## config.mk

```make
export PLATFORM = sky130hd
export DESIGN_NAME = vram_arbiter
export DESIGN_NICKNAME = d
export VERILOG_FILES = /design/src/rtl/vram_pkg.sv /design/src/rtl/vram_wr_fifo.sv /design/src/rtl/vram_arbiter.sv
export SDC_FILE = /design/constraint.sdc
export NUM_CORES = 1
export LEC_CHECK = 0
export ABC_AREA = 0
export CORE_MARGIN = 2
export CORE_UTILIZATION = 35
export DETAILED_ROUTE_END_ITERATION = 6
export PLACE_DENSITY = 0.6
export SYNTH_ARGS = -nofsm -noshare
export SYNTH_HDL_FRONTEND = slang
export SYNTH_SLANG_ARGS = --single-unit
```

## constraint.sdc

```tcl
create_clock -name i_clk -period 2.2 [get_ports i_clk]
set_input_delay 0.33 -clock i_clk [delete_from_list [all_inputs] [get_ports i_clk]]
set_output_delay 0.33 -clock i_clk [all_outputs]
set_load 0.01 [all_outputs]
```

## src/rtl/vram_pkg.sv

```systemverilog
// Shared types and helpers for the VRAM port arbiter.
// Address layout {Y[4:0],X[6:0]}, write-enable bits, FSM states.
package vram_pkg;

    localparam int COLS_DEF       = 80;
    localparam int ROWS_DEF       = 25;
    localparam int FIFO_DEPTH_DEF = 4;

    localparam int ADDR_W = 12;
    localparam int X_W    = 7;
    localparam int Y_W    = 5;

    localparam int WE_CHR  = 0;
    localparam int WE_COLR = 1;

    typedef enum logic [1:0] {
        IDLE,
        CLRPEND,
        CLEAR
    } state_t;

    // 30-bit host write entry
    typedef struct packed {
        logic [1:0]        we;
        logic [ADDR_W-1:0] addr;
        logic [7:0]        chr;
        logic [7:0]        colr;
    } wr_entry_t;

    function automatic logic [X_W-1:0] addr_x(input logic [ADDR_W-1:0] a);
        return a[X_W-1:0];
    endfunction

    function automatic logic [Y_W-1:0] addr_y(input logic [ADDR_W-1:0] a);
        return a[ADDR_W-1:X_W];
    endfunction

    function automatic logic in_range(input logic [ADDR_W-1:0] a,
                                      input int cols,
                                      input int rows);
        return (int'(addr_x(a)) < cols) && (int'(addr_y(a)) < rows);
    endfunction

endpackage

```

## src/rtl/vram_wr_fifo.sv

```systemverilog
// Host write buffer: synchronous FIFO of wr_entry_t with full/empty flags.
// Ports: i_clk, i_rst (sync, high), i_push, i_pop, i_data -> o_head, o_full, o_empty.
module vram_wr_fifo
    import vram_pkg::*;
#(
    parameter int DEPTH = FIFO_DEPTH_DEF
) (
    input  logic      i_clk,
    input  logic      i_rst,
    input  logic      i_push,
    input  logic      i_pop,
    input  wr_entry_t i_data,
    output wr_entry_t o_head,
    output logic      o_full,
    output logic      o_empty
);

    localparam int AW = $clog2(DEPTH);
    localparam int CW = AW + 1;

    wr_entry_t      r_mem [DEPTH];
    logic [AW-1:0]  r_wp;
    logic [AW-1:0]  r_rp;
    logic [CW-1:0]  r_cnt;
    logic           w_push;
    logic           w_pop;

    assign o_full  = (r_cnt == CW'(DEPTH));
    assign o_empty = (r_cnt == '0);
    assign o_head  = r_mem[r_rp];
    assign w_push  = i_push && !o_full;
    assign w_pop   = i_pop && !o_empty;

    always_ff @(posedge i_clk) begin
        if (w_push) begin
            r_mem[r_wp] <= i_data;
        end
    end

    // Pointers wrap naturally because DEPTH is a power of two.
    always_ff @(posedge i_clk) begin
        if (i_rst) begin
            r_wp  <= '0;
            r_rp  <= '0;
            r_cnt <= '0;
        end else begin
            if (w_push) r_wp <= r_wp + 1'b1;
            if (w_pop)  r_rp <= r_rp + 1'b1;
            if (w_push && !w_pop)      r_cnt <= r_cnt + 1'b1;
            else if (w_pop && !w_push) r_cnt <= r_cnt - 1'b1;
        end
    end

endmodule

```

## src/rtl/vram_arbiter.sv

```systemverilog
// Single-port screen/colour RAM arbiter: display reads > clear fill > buffered host writes.
// Ports: i_clk, i_rst, display (i_disp_*), host (i_host_*/o_host_ready), clear (i_clr_*,
// o_clr_busy), o_range_err, RAM side (o_ram_*). Clear sequencer built only with VRAM_CLEAR_EN.
module vram_arbiter
    import vram_pkg::*;
#(
    parameter int FIFO_DEPTH = FIFO_DEPTH_DEF,
    parameter int COLS       = COLS_DEF,
    parameter int ROWS       = ROWS_DEF
) (
    input  logic              i_clk,
    input  logic              i_rst,
    input  logic              i_disp_req,
    input  logic [ADDR_W-1:0] i_disp_addr,
    input  logic              i_host_valid,
    output logic              o_host_ready,
    input  logic [ADDR_W-1:0] i_host_addr,
    input  logic [7:0]        i_host_char,
    input  logic [7:0]        i_host_colr,
    input  logic [1:0]        i_host_we,
    input  logic              i_clr_start,
    input  logic [7:0]        i_clr_char,
    input  logic [7:0]        i_clr_colr,
    output logic              o_clr_busy,
    output logic              o_range_err,
    output logic [ADDR_W-1:0] o_ram_addr,
    output logic              o_ram_wren_s,
    output logic              o_ram_wren_c,
    output logic [7:0]        o_ram_data_s,
    output logic [7:0]        o_ram_data_c
);

    state_t            r_state;
    state_t            w_state_nxt;
    logic              r_range_err;
    logic              w_full;
    logic              w_empty;
    logic              w_acc;
    logic              w_in_rng;
    logic              w_push;
    logic              w_pop;
    wr_entry_t         w_in;
    wr_entry_t         w_head;
    logic              w_clr_acc;
    logic              w_clr_wr;
    logic              w_clr_last;
    logic [ADDR_W-1:0] w_clr_addr;
    logic [7:0]        w_fill_c;
    logic [7:0]        w_fill_a;

    assign o_host_ready = !w_full && !o_clr_busy;
    assign o_range_err  = r_range_err;
    assign w_acc        = i_host_valid && o_host_ready;
    assign w_in_rng     = in_range(i_host_addr, COLS, ROWS);
    // we==0 is silently dropped; only out-of-range raises an error
    assign w_push       = w_acc && w_in_rng && (i_host_we != 2'b00) && !i_rst;
    assign w_in         = '{we: i_host_we, addr: i_host_addr,
                            chr: i_host_char, colr: i_host_colr};

    vram_wr_fifo #(
        .DEPTH (FIFO_DEPTH)
    ) u_fifo (
        .i_clk   (i_clk),
        .i_rst   (i_rst),
        .i_push  (w_push),
        .i_pop   (w_pop),
        .i_data  (w_in),
        .o_head  (w_head),
        .o_full  (w_full),
        .o_empty (w_empty)
    );

    always_ff @(posedge i_clk) begin
        if (i_rst) r_range_err <= 1'b0;
        else       r_range_err <= w_acc && !w_in_rng;
    end

`ifdef VRAM_CLEAR_EN
    logic [X_W-1:0] r_cx;
    logic [Y_W-1:0] r_cy;
    logic [7:0]     r_fill_c;
    logic [7:0]     r_fill_a;

    assign o_clr_busy = (r_state != IDLE);
    assign w_clr_acc  = i_clr_start && (r_state == IDLE);
    // display cycles stall the fill without advancing the counters
    assign w_clr_wr   = (r_state == CLEAR) && !i_disp_req;
    assign w_clr_last = (r_cx == X_W'(COLS - 1)) && (r_cy == Y_W'(ROWS - 1));
    assign w_clr_addr = {r_cy, r_cx};
    assign w_fill_c   = r_fill_c;
    assign w_fill_a   = r_fill_a;

    always_ff @(posedge i_clk) begin
        if (i_rst) begin
            r_cx     <= '0;
            r_cy     <= '0;
            r_fill_c <= '0;
            r_fill_a <= '0;
        end else begin
            if (w_clr_acc) begin
                r_fill_c <= i_clr_char;
                r_fill_a <= i_clr_colr;
            end
            if (r_state == CLRPEND) begin
                r_cx <= '0;
                r_cy <= '0;
            end else if (w_clr_wr) begin
                if (r_cx == X_W'(COLS - 1)) begin
                    r_cx <= '0;
                    r_cy <= r_cy + 1'b1;
                end else begin
                    r_cx <= r_cx + 1'b1;
                end
            end
        end
    end
`else
    logic w_unused;

    assign o_clr_busy = 1'b0;
    assign w_clr_acc  = 1'b0;
    assign w_clr_wr   = 1'b0;
    assign w_clr_last = 1'b0;
    assign w_clr_addr = '0;
    assign w_fill_c   = '0;
    assign w_fill_a   = '0;
    assign w_unused   = ^{i_clr_start, i_clr_char, i_clr_colr};
`endif

    always_ff @(posedge i_clk) begin
        if (i_rst) r_state <= IDLE;
        else       r_state <= w_state_nxt;
    end

    // Next state and the RAM port mux; write enables are held off
    // during reset so an aborted operation never leaks a write.
    always_comb begin
        w_state_nxt  = r_state;
        w_pop        = 1'b0;
        o_ram_addr   = '0;
        o_ram_wren_s = 1'b0;
        o_ram_wren_c = 1'b0;
        o_ram_data_s = '0;
        o_ram_data_c = '0;

        unique case (r_state)
            IDLE:    if (w_clr_acc) w_state_nxt = CLRPEND;
            CLRPEND: if (w_empty) w_state_nxt = CLEAR;
            CLEAR:   if (w_clr_wr && w_clr_last) w_state_nxt = IDLE;
            default: w_state_nxt = IDLE;
        endcase

        if (i_disp_req) begin
            o_ram_addr = i_disp_addr;
        end else if (w_clr_wr) begin
            o_ram_addr   = w_clr_addr;
            o_ram_wren_s = !i_rst;
            o_ram_wren_c = !i_rst;
            o_ram_data_s = w_fill_c;
            o_ram_data_c = w_fill_a;
        end else if (r_state != CLEAR && !w_empty) begin
            w_pop        = !i_rst;
            o_ram_addr   = w_head.addr;
            o_ram_wren_s = w_head.we[WE_CHR] && !i_rst;
            o_ram_wren_c = w_head.we[WE_COLR] && !i_rst;
            o_ram_data_s = w_head.chr;
            o_ram_data_c = w_head.colr;
        end
    end

endmodule

```

==> results of run 1 <==
-- metrics by stage --
step	utilization, %	setup slack (ps)	setup TNS, ps	cell area, um2
3_3_place_gp	44.3	-553	-31930	6370
5_1_grt	47.8	-59.7	-448	6870
3_5_place_dp	44.3	-615	-35260	6370
2_1_floorplan	-	-24.6	-24.6	5100
4_1_cts	47.4	-24.3	-66.6	6810
6_report	47.8	22.1	0	6870
-- power breakdown --
group          internal, mW  switching [mW]
Sequential             2.76          0.0468
Clock                  1.40           0.920
Combinational         0.600           0.415
Total                  4.77            1.38
-- layer usage --
metal | up-vias | part of all wire, %
li1 | 1237 | -
met1 | 1359 | 45
met2 | 73 | 49
met3 | 9 | 5.4
met4 | 0 | 0.83
met5 | - | 0
-- synth_stat cells, drive strengths merged --
library cell,count
a21oi,1
a22o,12
and2,21
and3,2
buf,7
clkbuf,4
conb,1
dfxtp,10
edfxtp,120
fa,1
ha,5
inv,4
mux2i,3
mux4,30
nand2,4
nand3,1
nor2,8
nor3,1
nor3b,2
o21ai,2
o311ai,1
or3,1
or3b,1
xnor2,2
xor2,2
-- flip-flops by register name, indices dropped and copies added, names as in the netlist, named ones only --
signal	count
u_fifo.r_mem	120
o_range_err	1
u_fifo.r_rp	2
u_fifo.r_wp	2
u_fifo.r_cnt	3
-- cell families after synthesis --
kind of cell    Yosys count
fa+ha+maj                 6
mux                      33
simple gates             41
flops                   130
xor+xnor                  4
other cells               1
compound gates           16
buf+inv                  15
-- final cells by class --
class | instances | area (um2) | share of cell area [%]
Sequential cell | 130 | 3810 | 55.5
Multi-Input combinational cell | 101 | 1260 | 18.4
Timing Repair Buffer | 113 | 1060 | 15.5
Clock buffer | 22 | 444 | 6.47
Tap cell | 184 | 230 | 3.35
Clock inverter | 7 | 40.0 | 0.583
Inverter | 4 | 15.0 | 0.219
-- final timing paths --
path                                       endpoint  slack (ps)  depth (start not counted)
worst min register to register      u_fifo.r_cnt[2]         500                          2
worst max register to register      u_fifo.r_cnt[2]          30                          9
worst max-delay path                  o_ram_addr[5]          20                          4
worst min-delay path            u_fifo.r_mem[3][23]         200                          1
-- worst reg2reg max path, stage by stage, from the launching register on --
cell and delay, ps:
sky130_fd_sc_hd__dfxtp_2 330, sky130_fd_sc_hd__or3b_4 250, sky130_fd_sc_hd__nand3_4 80, sky130_fd_sc_hd__nor3b_4 200
sky130_fd_sc_hd__ha_2 220, sky130_fd_sc_hd__inv_2 40, sky130_fd_sc_hd__fa_2 340, sky130_fd_sc_hd__xor2_1 170
sky130_fd_sc_hd__or3_1 340, sky130_fd_sc_hd__a21oi_1 130
-- repair_timing --
action                                  CTS  global route
gates cloned                              2             0
gates resized for setup                 135            22
endpoints found under the setup margin   31            20
buffers inserted                          3             3
pin swaps                                14            13
hold buffers                              0             0
==> PnR_summary.wiki, run 1 <==
{| class="wikitable"
! Metric !! Value
|-
| Synth Area in Simple Gates || 4.72%
|-
| Worst reg2reg path startpoint || u_fifo.r_cnt[2]
|-
| Clock tree from TritonCTS || yes
|-
| Max incr delay on CP || 520 ps
|-
| Routability congestion estimate from global placement || 0.671
|-
| Starting density of the core || 35.4%
|-
| Count of antenna diodes in the layout || 0
|-
| DRC viols || 0
|-
| Multiplexer share of the synthesized area || 13.9%
|-
| Die height || 125 um
|-
| Num CTS Buffers || 17
|-
| Std-Cell Rows || 44
|-
| M2 GR Usage || 22.2%
|-
| Number of maximum-capacitance violations || 0
|-
| Biggest area consumer among synthesized cells || sky130_fd_sc_hd__edfxtp_1
|-
| Fin Hold WS || 197 ps
|-
| Highest achievable clock rate || 459 MHz
|-
| Die width || 125 um
|-
| Global-route wire length before repair || 15.9 mm
|-
| Outcome || completed
|-
| Synth Net Count || 315
|-
| Clock Skew || 10.3 ps
|-
| Cell-by-cell trace of the critical path || buf_12 > mux4_2 > a22o_1 > buf_2
|-
| Syn avg cell area || 20.7 um2
|-
| Endpoint arrival time on the critical path || 1850 ps
|-
| Adder-cell share of the synthesized area || 1.62%
|-
| Instance count after placement with tap cells included || 524
|-
| Total leakage power || 2.40 nW
|-
| Remaining antenna violation count after routing || 0
|-
| Tot GR Track Use || 13.8%
|-
| Pins Over Slew Limit || 0
|-
| Final critical-path share of the clock period || 99.0%
|-
| Cells after Synth || 246
|-
| Clock Latency Late Sink || 410 ps
|-
| Vias in the first global route || 2876
|-
| RSZ-0062 raised after global routing || true
|-
| Synth-to-layout area growth || 35.0%
|-
| Combinational family with the most area after synthesis || multiplexers
|-
| Total vias in the final route || 2678
|-
| Compound-Gate Fraction of Synth Area || 2.53%
|-
| Max VDD drop || 0.469 mV
|-
| Post-DR vias/cell || 4.77
|-
| Global route hottest layer || met2
|-
| Total detailed-routing wirelength || 10.0 mm
|-
| Post-route total power || 6.15 mW
|-
| Detailed Routing Iterations Pass 1 || 4
|-
| Area of the core || 14400 um2
|-
| Area share of xor/xnor cells in the synthesized design || 0.689%
|-
| Min cycle time layout || 2180 ps
|-
| M1 GR Usage || 17.5%
|-
| Biggest area contributors in the synthesized netlist || sky130_fd_sc_hd__edfxtp_1 71%, sky130_fd_sc_hd__mux4_2 13%, sky130_fd_sc_hd__dfxtp_1 3.9%
|-
| Num ports || 96
|-
| Class of the most critical setup path || flop to output pin
|-
| Clock root cell || sky130_fd_sc_hd__clkbuf_16
|-
| Highest-count cells in the layout ignoring fill and taps || 120 x sky130_fd_sc_hd__edfxtp_1, 39 x sky130_fd_sc_hd__clkdlybuf4s50_1, 30 x sky130_fd_sc_hd__mux4_2, 29 x sky130_fd_sc_hd__buf_2, 22 x sky130_fd_sc_hd__buf_4
|-
| Critical path launch point type || flop
|-
| Maximum number of pins on one net before global-route repair || 23
|-
| DIE AREA || 15500 um2
|-
| Clock Sink Count || 130
|-
| CP delay by family, top || multiplexers
|-
| Unique masters post-synth || 29
|-
| H-tree level count || 4
|-
| Seq/Total Area, Yosys || 74.8%
|-
| Drt initial violations || 135
|-
| Yosys warning total || 0
|-
| Grt met3 use || 4.77%
|-
| CP Capture Type || output pin
|-
| Layout Cells excl Fill || 561
|-
| Worst Min Path Start || i_host_addr[7]
|-
| Cell area after technology mapping || 5080 um2
|-
| Number of endpoints with negative hold slack in the final report || 0
|-
| Final-report setup violation count || 0
|-
| Detail-routed net length per standard cell || 17.9 um
|-
| Cell with the largest stage delay on the worst path || sky130_fd_sc_hd__mux4_2
|-
| Clock slew at the register clock pins of the worst setup and hold paths || 50 ps
|-
| FF+latch count, synth || 130
|-
| Number of antenna violations at the first check in global routing || 0
|-
| Number of filler cells placed in the layout || 1210
|-
| Layout Nets || 436
|-
| Maximum clock insertion buffer count || 2
|-
| Fraction of final layout cells sized beyond drive strength 1 || 39.0%
|-
| Proportion of netlist area held by the largest area contributor || 70.9%
|-
| Power density cells || 895 nW/um2
|-
| Required @ worst endpoint || 1870 ps
|-
| Hpwl dp || 6.36 mm
|-
| Buffer and inverter count on the worst path || 2
|-
| Critical-path maximum fanout || 8
|-
| Leading cell type in the layout, fill and taps excluded || sky130_fd_sc_hd__edfxtp_1
|-
| Total overflow reported by the global router || 0
|-
| Worst Hold Class || primary input to flop
|-
| Count of input and output buffers || 77
|}
Note: power is estimated with default switching activity, not from simulation.
==> run 2: changes to the inputs <==
==> constraint.sdc (replaced) <==
create_clock -name i_clk -period 1.9 [get_ports i_clk]
set_input_delay 0.285 -clock i_clk [delete_from_list [all_inputs] [get_ports i_clk]]
set_output_delay 0.285 -clock i_clk [all_outputs]
set_load 0.01 [all_outputs]
==> PnR_summary.wiki, run 2 (synthesis results as in run 1) <==
{| class="wikitable"
! Metric !! Value
|-
| Outcome || finished with violations
|-
| Violations in the final reports || negative setup slack
|-
| Max VDD drop || 0.649 mV (+38%)
|-
| Number of maximum-capacitance violations || 0 (unchanged)
|-
| Clock slew at the register clock pins of the worst setup and hold paths || 50 ps (about the same)
|-
| Worst Hold Class || primary input to flop
|-
| Tot GR Track Use || 14.3% (+0.57 points)
|-
| Hpwl dp || 6.82 mm (+7.2%)
|-
| Clock root cell || sky130_fd_sc_hd__clkbuf_16
|-
| Fin Hold WS || 265 ps (+67.3 ps)
|-
| Number of antenna violations at the first check in global routing || 1 (+1)
|-
| Area of the core || 14400 um2 (unchanged)
|-
| Highest-count cells in the layout ignoring fill and taps || 120 x sky130_fd_sc_hd__edfxtp_1, 39 x sky130_fd_sc_hd__clkdlybuf4s50_1, 36 x sky130_fd_sc_hd__buf_4, 30 x sky130_fd_sc_hd__mux4_2, 23 x sky130_fd_sc_hd__buf_6
|-
| Number of flip-flops under the largest register name || 120 (unchanged)
|-
| Highest achievable clock rate || 453 MHz
|-
| Required @ worst endpoint || 1620 ps (-250 ps)
|-
| Total vias in the final route || 2736 (+2.2%)
|-
| Drt initial violations || 161 (+19%)
|-
| Synth-to-layout area growth || 43.2%
|-
| Num CTS Buffers || 17 (unchanged)
|-
| H-tree level count || 4 (unchanged)
|-
| Critical-path maximum fanout || 5 (-3)
|-
| Top reg by flops || u_fifo.r_mem
|-
| Layout Nets || 460 (+5.5%)
|-
| Power density cells || 1060 nW/um2 (+18%)
|-
| RSZ-0062 raised after global routing || true
|-
| Count of input and output buffers || 77 (unchanged)
|-
| DIE AREA || 15500 um2 (unchanged)
|-
| Final-report setup violation count || 31 (+31)
|-
| Total leakage power || 2.56 nW (+6.7%)
|-
| Total detailed-routing wirelength || 10.4 mm (+4.3%)
|-
| Fraction of final layout cells sized beyond drive strength 1 || 44.8% (+5.8 points)
|-
| Clock Skew || 10.5 ps (+0.242 ps)
|-
| Biggest regs || u_fifo.r_mem: 120 flops, u_fifo.r_cnt: 3 flops
|-
| Num ports || 96 (unchanged)
|-
| Clock tree from TritonCTS || yes
|-
| Cell with the largest stage delay on the worst path || sky130_fd_sc_hd__mux4_2
|-
| Pins Over Slew Limit || 0 (unchanged)
|-
| Maximum number of pins on one net before global-route repair || 20 (-13%)
|-
| Endpoint arrival time on the critical path || 1920 ps (+70 ps)
|-
| Final critical-path share of the clock period || 116%
|-
| Std-Cell Rows || 44 (unchanged)
|-
| Cell-by-cell trace of the critical path || buf_12 > buf_4 > mux4_2 > a22o_1 > buf_2
|-
| Maximum clock insertion buffer count || 2 (unchanged)
|-
| Vias in the first global route || 3001 (+4.3%)
|-
| Die width || 125 um (unchanged)
|-
| Die height || 125 um (unchanged)
|-
| Clock Latency Late Sink || 410 ps (about the same)
|-
| Final Worst Setup Slack || -310 ps (-332 ps)
|-
| Min cycle time layout || 2210 ps
|-
| Leading cell type in the layout, fill and taps excluded || sky130_fd_sc_hd__edfxtp_1
|-
| Post-DR vias/cell || 4.65 (-2.7%)
|-
| Total overflow reported by the global router || 0 (unchanged)
|-
| Number of endpoints with negative hold slack in the final report || 0 (unchanged)
|-
| Starting density of the core || 35.4% (unchanged)
|-
| Routability congestion estimate from global placement || 0.707 (+5.3%)
|-
| Worst reg2reg path startpoint || u_fifo.r_cnt[2]
|-
| Critical path launch point type || flop
|-
| Clock Sink Count || 130 (unchanged)
|-
| Remaining antenna violation count after routing || 0 (unchanged)
|-
| Detailed Routing Iterations Pass 1 || 4 (unchanged)
|-
| Worst Min Path Start || i_host_addr[8]
|-
| Total non-filler cell area in the finished layout || 7280 um2 (+6.0%)
|-
| Placement-stage cell area || 6460 um2 (+1.4%)
|-
| DRC viols || 0 (unchanged)
|-
| Global-route wire length before repair || 16.6 mm (+4.4%)
|-
| Detail-routed net length per standard cell || 17.7 um (-0.67%)
|-
| Max incr delay on CP || 520 ps (about the same)
|-
| CP Capture Type || output pin
|-
| Class of the most critical setup path || flop to output pin
|}
run 2: cell count changes in the layout (fill, tap and decap cells not counted), sizes merged:
cell           previous run  this run
dlygate4sd2               1         6
clkinv                    4         8
clkbuf                   25        19
bufinv                    0         2
diode                     0         1
clkdlybuf4s15             0         2
dlymetal6s2s              4         0
buf                      66        90
inv                       4         5
clkinvlp                  3         2
run 2: worst max-delay path: cells and delay by family (launching register included):
kind	cells	cell delay, ps
buf+inv	3	380
flops	1	420
compound gates	1	190
mux	1	520
run 2: worst paths after layout:
path / slack, ps / cells after the start / endpoint
worst min register to register: 520 / 2 / u_fifo.r_wp[1]
worst min-delay path: 260 / 1 / u_fifo.r_mem[0][24]
worst max-delay path: -310 / 5 / o_ram_addr[11]
worst max register to register: -180 / 9 / u_fifo.r_cnt[2]
run 2: stage by stage:
stage | utilization [%] | total power, mW | TNS, ps | setup WS, ps | std cells
2_1_floorplan | - | 3.90 | -323 | -276 | 246
3_3_place_gp | 44.9 | 4.45 | -68410 | -812 | 536
3_5_place_dp | 44.9 | 4.47 | -75880 | -916 | 536
4_1_cts | 50.0 | 7.73 | -7510 | -341 | 582
5_1_grt | 50.7 | 8.04 | -8560 | -370 | 588
6_report | 50.7 | 7.72 | -6190 | -310 | 589
run 2: area by class of cell:
class,instances,area (um2)
Inverter,4,15.0
Tap cell,184,230
Antenna cell,1,2.50
Timing Repair Buffer,137,1370
Fill cell,1191,7090
Clock inverter,13,118
Multi-Input combinational cell,101,1300
Clock buffer,19,433
Sequential cell,130,3810
run 2: routing by layer:
layer / routed length [um] / track usage [%] / vias to the layer above / part of all wire [%]
met2: 5230 / 23.2 / 64 / 50
li1: - / - / 1284 / -
met5: 0 / 0 / - / 0
met4: 52 / 3.57 / 0 / 0.50
met3: 522 / 6.06 / 4 / 5.0
met1: 4640 / 17.9 / 1384 / 44
run 2: what timing repair did:
item / CTS / global route
pin swaps: 37 / 10
setup endpoints to repair: 154 / 33
cloned: 1 / 0
hold buffers: 0 / 0
gates resized for setup: 174 / 22
endpoints found under the hold margin: 0 / 0
setup buffers: 13 / 10
run 2: report_power, final:
part	total, mW	internal, mW	switching [mW]	leakage (nW)
clock network	3.01	1.90	1.11	0.265
registers	3.25	3.20	0.0484	1.17
logic	1.46	0.905	0.551	1.13
total	7.72	6.00	1.71	2.56
==> run 3: changes to the inputs <==
--- a/config.mk
+++ b/config.mk
@@ -5,11 +5,10 @@
 export SDC_FILE = /design/constraint.sdc
 export NUM_CORES = 1
 export LEC_CHECK = 0
-export ABC_AREA = 0
 export CORE_MARGIN = 2
-export CORE_UTILIZATION = 35
+export CORE_UTILIZATION = 40
 export DETAILED_ROUTE_END_ITERATION = 6
-export PLACE_DENSITY = 0.6
+export PLACE_DENSITY = 0.66
 export SYNTH_ARGS = -nofsm -noshare
 export SYNTH_HDL_FRONTEND = slang
 export SYNTH_SLANG_ARGS = --single-unit
==> PnR_summary.wiki, run 3 (synthesis results as in run 1) <==
{| class="wikitable"
! Metric !! Value
|-
| Outcome || finished with violations
|-
| Violations in the final reports || negative setup slack
|-
| Worst Hold Class || primary input to flop
|-
| Required @ worst endpoint || 1620 ps (about the same)
|-
| Cts hold-fix bufs || 0 (unchanged)
|-
| DRC viols || 0 (unchanged)
|-
| Die width || 117 um (-6.3%)
|-
| Maximum number of pins on one net before global-route repair || 25 (+25%)
|-
| Num CTS Buffers || 17 (unchanged)
|-
| Setup slack at placement || -867 ps (+49.1 ps)
|-
| Total detailed-routing wirelength || 10.1 mm (-3.0%)
|-
| DIE AREA || 13600 um2 (-12%)
|-
| Post-route total power || 7.77 mW (+0.63%)
|-
| Std-Cell Rows || 41 (-6.8%)
|-
| Layout Nets || 448 (-2.6%)
|-
| Num ports || 96 (unchanged)
|-
| Clock slew at the register clock pins of the worst setup and hold paths || 60 ps (about the same)
|-
| Hpwl dp || 6.43 mm (-5.6%)
|-
| Clock Skew || 6.60 ps (-3.91 ps)
|-
| Biggest regs || u_fifo.r_mem: 120 flops, u_fifo.r_cnt: 3 flops
|-
| Total leakage power || 2.52 nW (-1.8%)
|-
| Power density cells || 1080 nW/um2 (+2.2%)
|-
| Final-report setup violation count || 31 (unchanged)
|-
| Starting density of the core || 40.6% (+5.2 points)
|-
| Count of input and output buffers || 77 (unchanged)
|-
| Total overflow reported by the global router || 0 (unchanged)
|-
| H-tree level count || 4 (unchanged)
|-
| Top reg by flops || u_fifo.r_mem
|-
| Highest-count cells in the layout ignoring fill and taps || 120 x sky130_fd_sc_hd__edfxtp_1, 41 x sky130_fd_sc_hd__clkdlybuf4s50_1, 31 x sky130_fd_sc_hd__buf_4, 30 x sky130_fd_sc_hd__mux4_2, 21 x sky130_fd_sc_hd__buf_6
|-
| Final critical-path share of the clock period || 114% (-2.5 points)
|-
| Clock root cell || sky130_fd_sc_hd__clkbuf_16
|-
| Routability congestion estimate from global placement || 0.710 (+0.48%)
|-
| RSZ-0062 raised after global routing || true
|-
| Number of antenna violations at the first check in global routing || 0 (-1)
|-
| Die height || 117 um (-6.3%)
|-
| Vias in the first global route || 2907 (-3.1%)
|-
| Synth-to-layout area growth || 41.0%
|-
| Number of maximum-capacitance violations || 0 (unchanged)
|-
| Post-DR vias/cell || 4.83 (+3.9%)
|-
| Final Worst Setup Slack || -262 ps (+47.9 ps)
|-
| Total vias in the final route || 2723 (-0.48%)
|-
| Maximum clock insertion buffer count || 2 (unchanged)
|-
| Clock tree from TritonCTS || yes
|-
| Critical-path maximum fanout || 6 (+1)
|-
| Number of flip-flops under the largest register name || 120 (unchanged)
|-
| Number of endpoints with negative hold slack in the final report || 0 (unchanged)
|-
| Min cycle time layout || 2160 ps (-47.9 ps)
|-
| Fraction of final layout cells sized beyond drive strength 1 || 44.6% (-0.16 points)
|-
| Tot GR Track Use || 15.9% (+1.6 points)
|-
| Endpoint arrival time on the critical path || 1880 ps (-40 ps)
|-
| Global-route wire length before repair || 15.3 mm (-7.4%)
|-
| Highest achievable clock rate || 463 MHz (+2.2%)
|-
| Fin Hold WS || 188 ps (-76.6 ps)
|-
| Area of the core || 12500 um2 (-13%)
|-
| Count of antenna diodes in the layout || 0 (-1)
|-
| Max VDD drop || 0.615 mV (-5.2%)
|-
| Remaining antenna violation count after routing || 0 (unchanged)
|-
| Drt initial violations || 148 (-8.1%)
|-
| CP Capture Type || output pin
|-
| Total Negative Setup Slacks || -6380 ps (-187 ps)
|-
| Detail-routed net length per standard cell || 18.0 um (+1.3%)
|-
| Clock Latency Late Sink || 400 ps (about the same)
|-
| Pins Over Slew Limit || 0 (unchanged)
|-
| Clock Sink Count || 130 (unchanged)
|-
| Number of filler cells placed in the layout || 974 (-18%)
|-
| Leading cell type in the layout, fill and taps excluded || sky130_fd_sc_hd__edfxtp_1
|-
| Class of the most critical setup path || flop to output pin
|-
| Detailed Routing Iterations Pass 1 || 4 (unchanged)
|-
| Critical path launch point type || flop
|}
-- run 3: cell count changes in the layout (fill, tap and decap cells not counted), moves of 3 or more --
cell,before,now
sky130_fd_sc_hd__and2_1,4,1
sky130_fd_sc_hd__buf_2,16,13
sky130_fd_sc_hd__buf_4,36,31
sky130_fd_sc_hd__clkinv_1,5,0
sky130_fd_sc_hd__clkinv_4,0,4
sky130_fd_sc_hd__buf_12,14,11
-- run 3: layer usage --
layer | global-route usage (%) | vias up | routed length, um | part of all wire [%]
met3 | 4.41 | 9 | 463 | 4.6
met2 | 27.0 | 72 | 5210 | 51
met4 | 5.49 | 0 | 117 | 1.2
met1 | 19.8 | 1378 | 4340 | 43
met5 | 0 | - | 0 | 0
li1 | - | 1264 | - | -
-- run 3: repair_timing --
action | in CTS | in global routing
buffers inserted | 10 | 2
hold endpoints to repair | 0 | 0
resized for setup | 167 | 11
pin swaps | 23 | 4
gates cloned | 1 | 0
endpoints found under the setup margin | 153 | 32
-- run 3: metrics by stage --
stage	instance area (um2)	instances	utilization [%]
2_1_floorplan	5100	246	-
3_3_place_gp	6390	520	51.1
3_5_place_dp	6390	520	51.1
4_1_cts	7140	563	57.1
5_1_grt	7170	564	57.3
6_report	7170	564	57.3
-- run 3: layout make-up --
type | count | area, um2 | share of cell area, %
clock inverters | 12 | 134 | 1.87
flip-flops and latches | 130 | 3810 | 53.2
clock buffers | 20 | 457 | 6.37
well taps | 172 | 215 | 3.00
multi-input cells | 101 | 1290 | 17.9
repair buffers | 125 | 1250 | 17.5
inverters | 4 | 15.0 | 0.209
-- run 3: final timing paths --
path / from / to / slack (ps) / cells past startpoint
max: flop / o_ram_addr[1] / -260 / 5
min: i_host_addr[6] / u_fifo.r_mem[3][22] / 190 / 1
max reg2reg: u_fifo.r_cnt[2] / u_fifo.r_cnt[2] / -210 / 9
min reg2reg: u_fifo.r_wp[1] / u_fifo.r_wp[1] / 510 / 2
-- run 3: report_power, final --
part	switching [mW]	total (mW)	internal, mW
registers	0.0510	3.25	3.20
logic	0.515	1.34	0.828
clock network	1.17	3.17	2.00
total	1.74	7.77	6.03
-- run 3: critical path, cell delays in order (launching register included) --
cell	delay, ps
sky130_fd_sc_hd__dfxtp_4	430
sky130_fd_sc_hd__buf_8	140
sky130_fd_sc_hd__buf_4	110
sky130_fd_sc_hd__mux4_2	480
sky130_fd_sc_hd__a22o_1	190
sky130_fd_sc_hd__buf_2	130
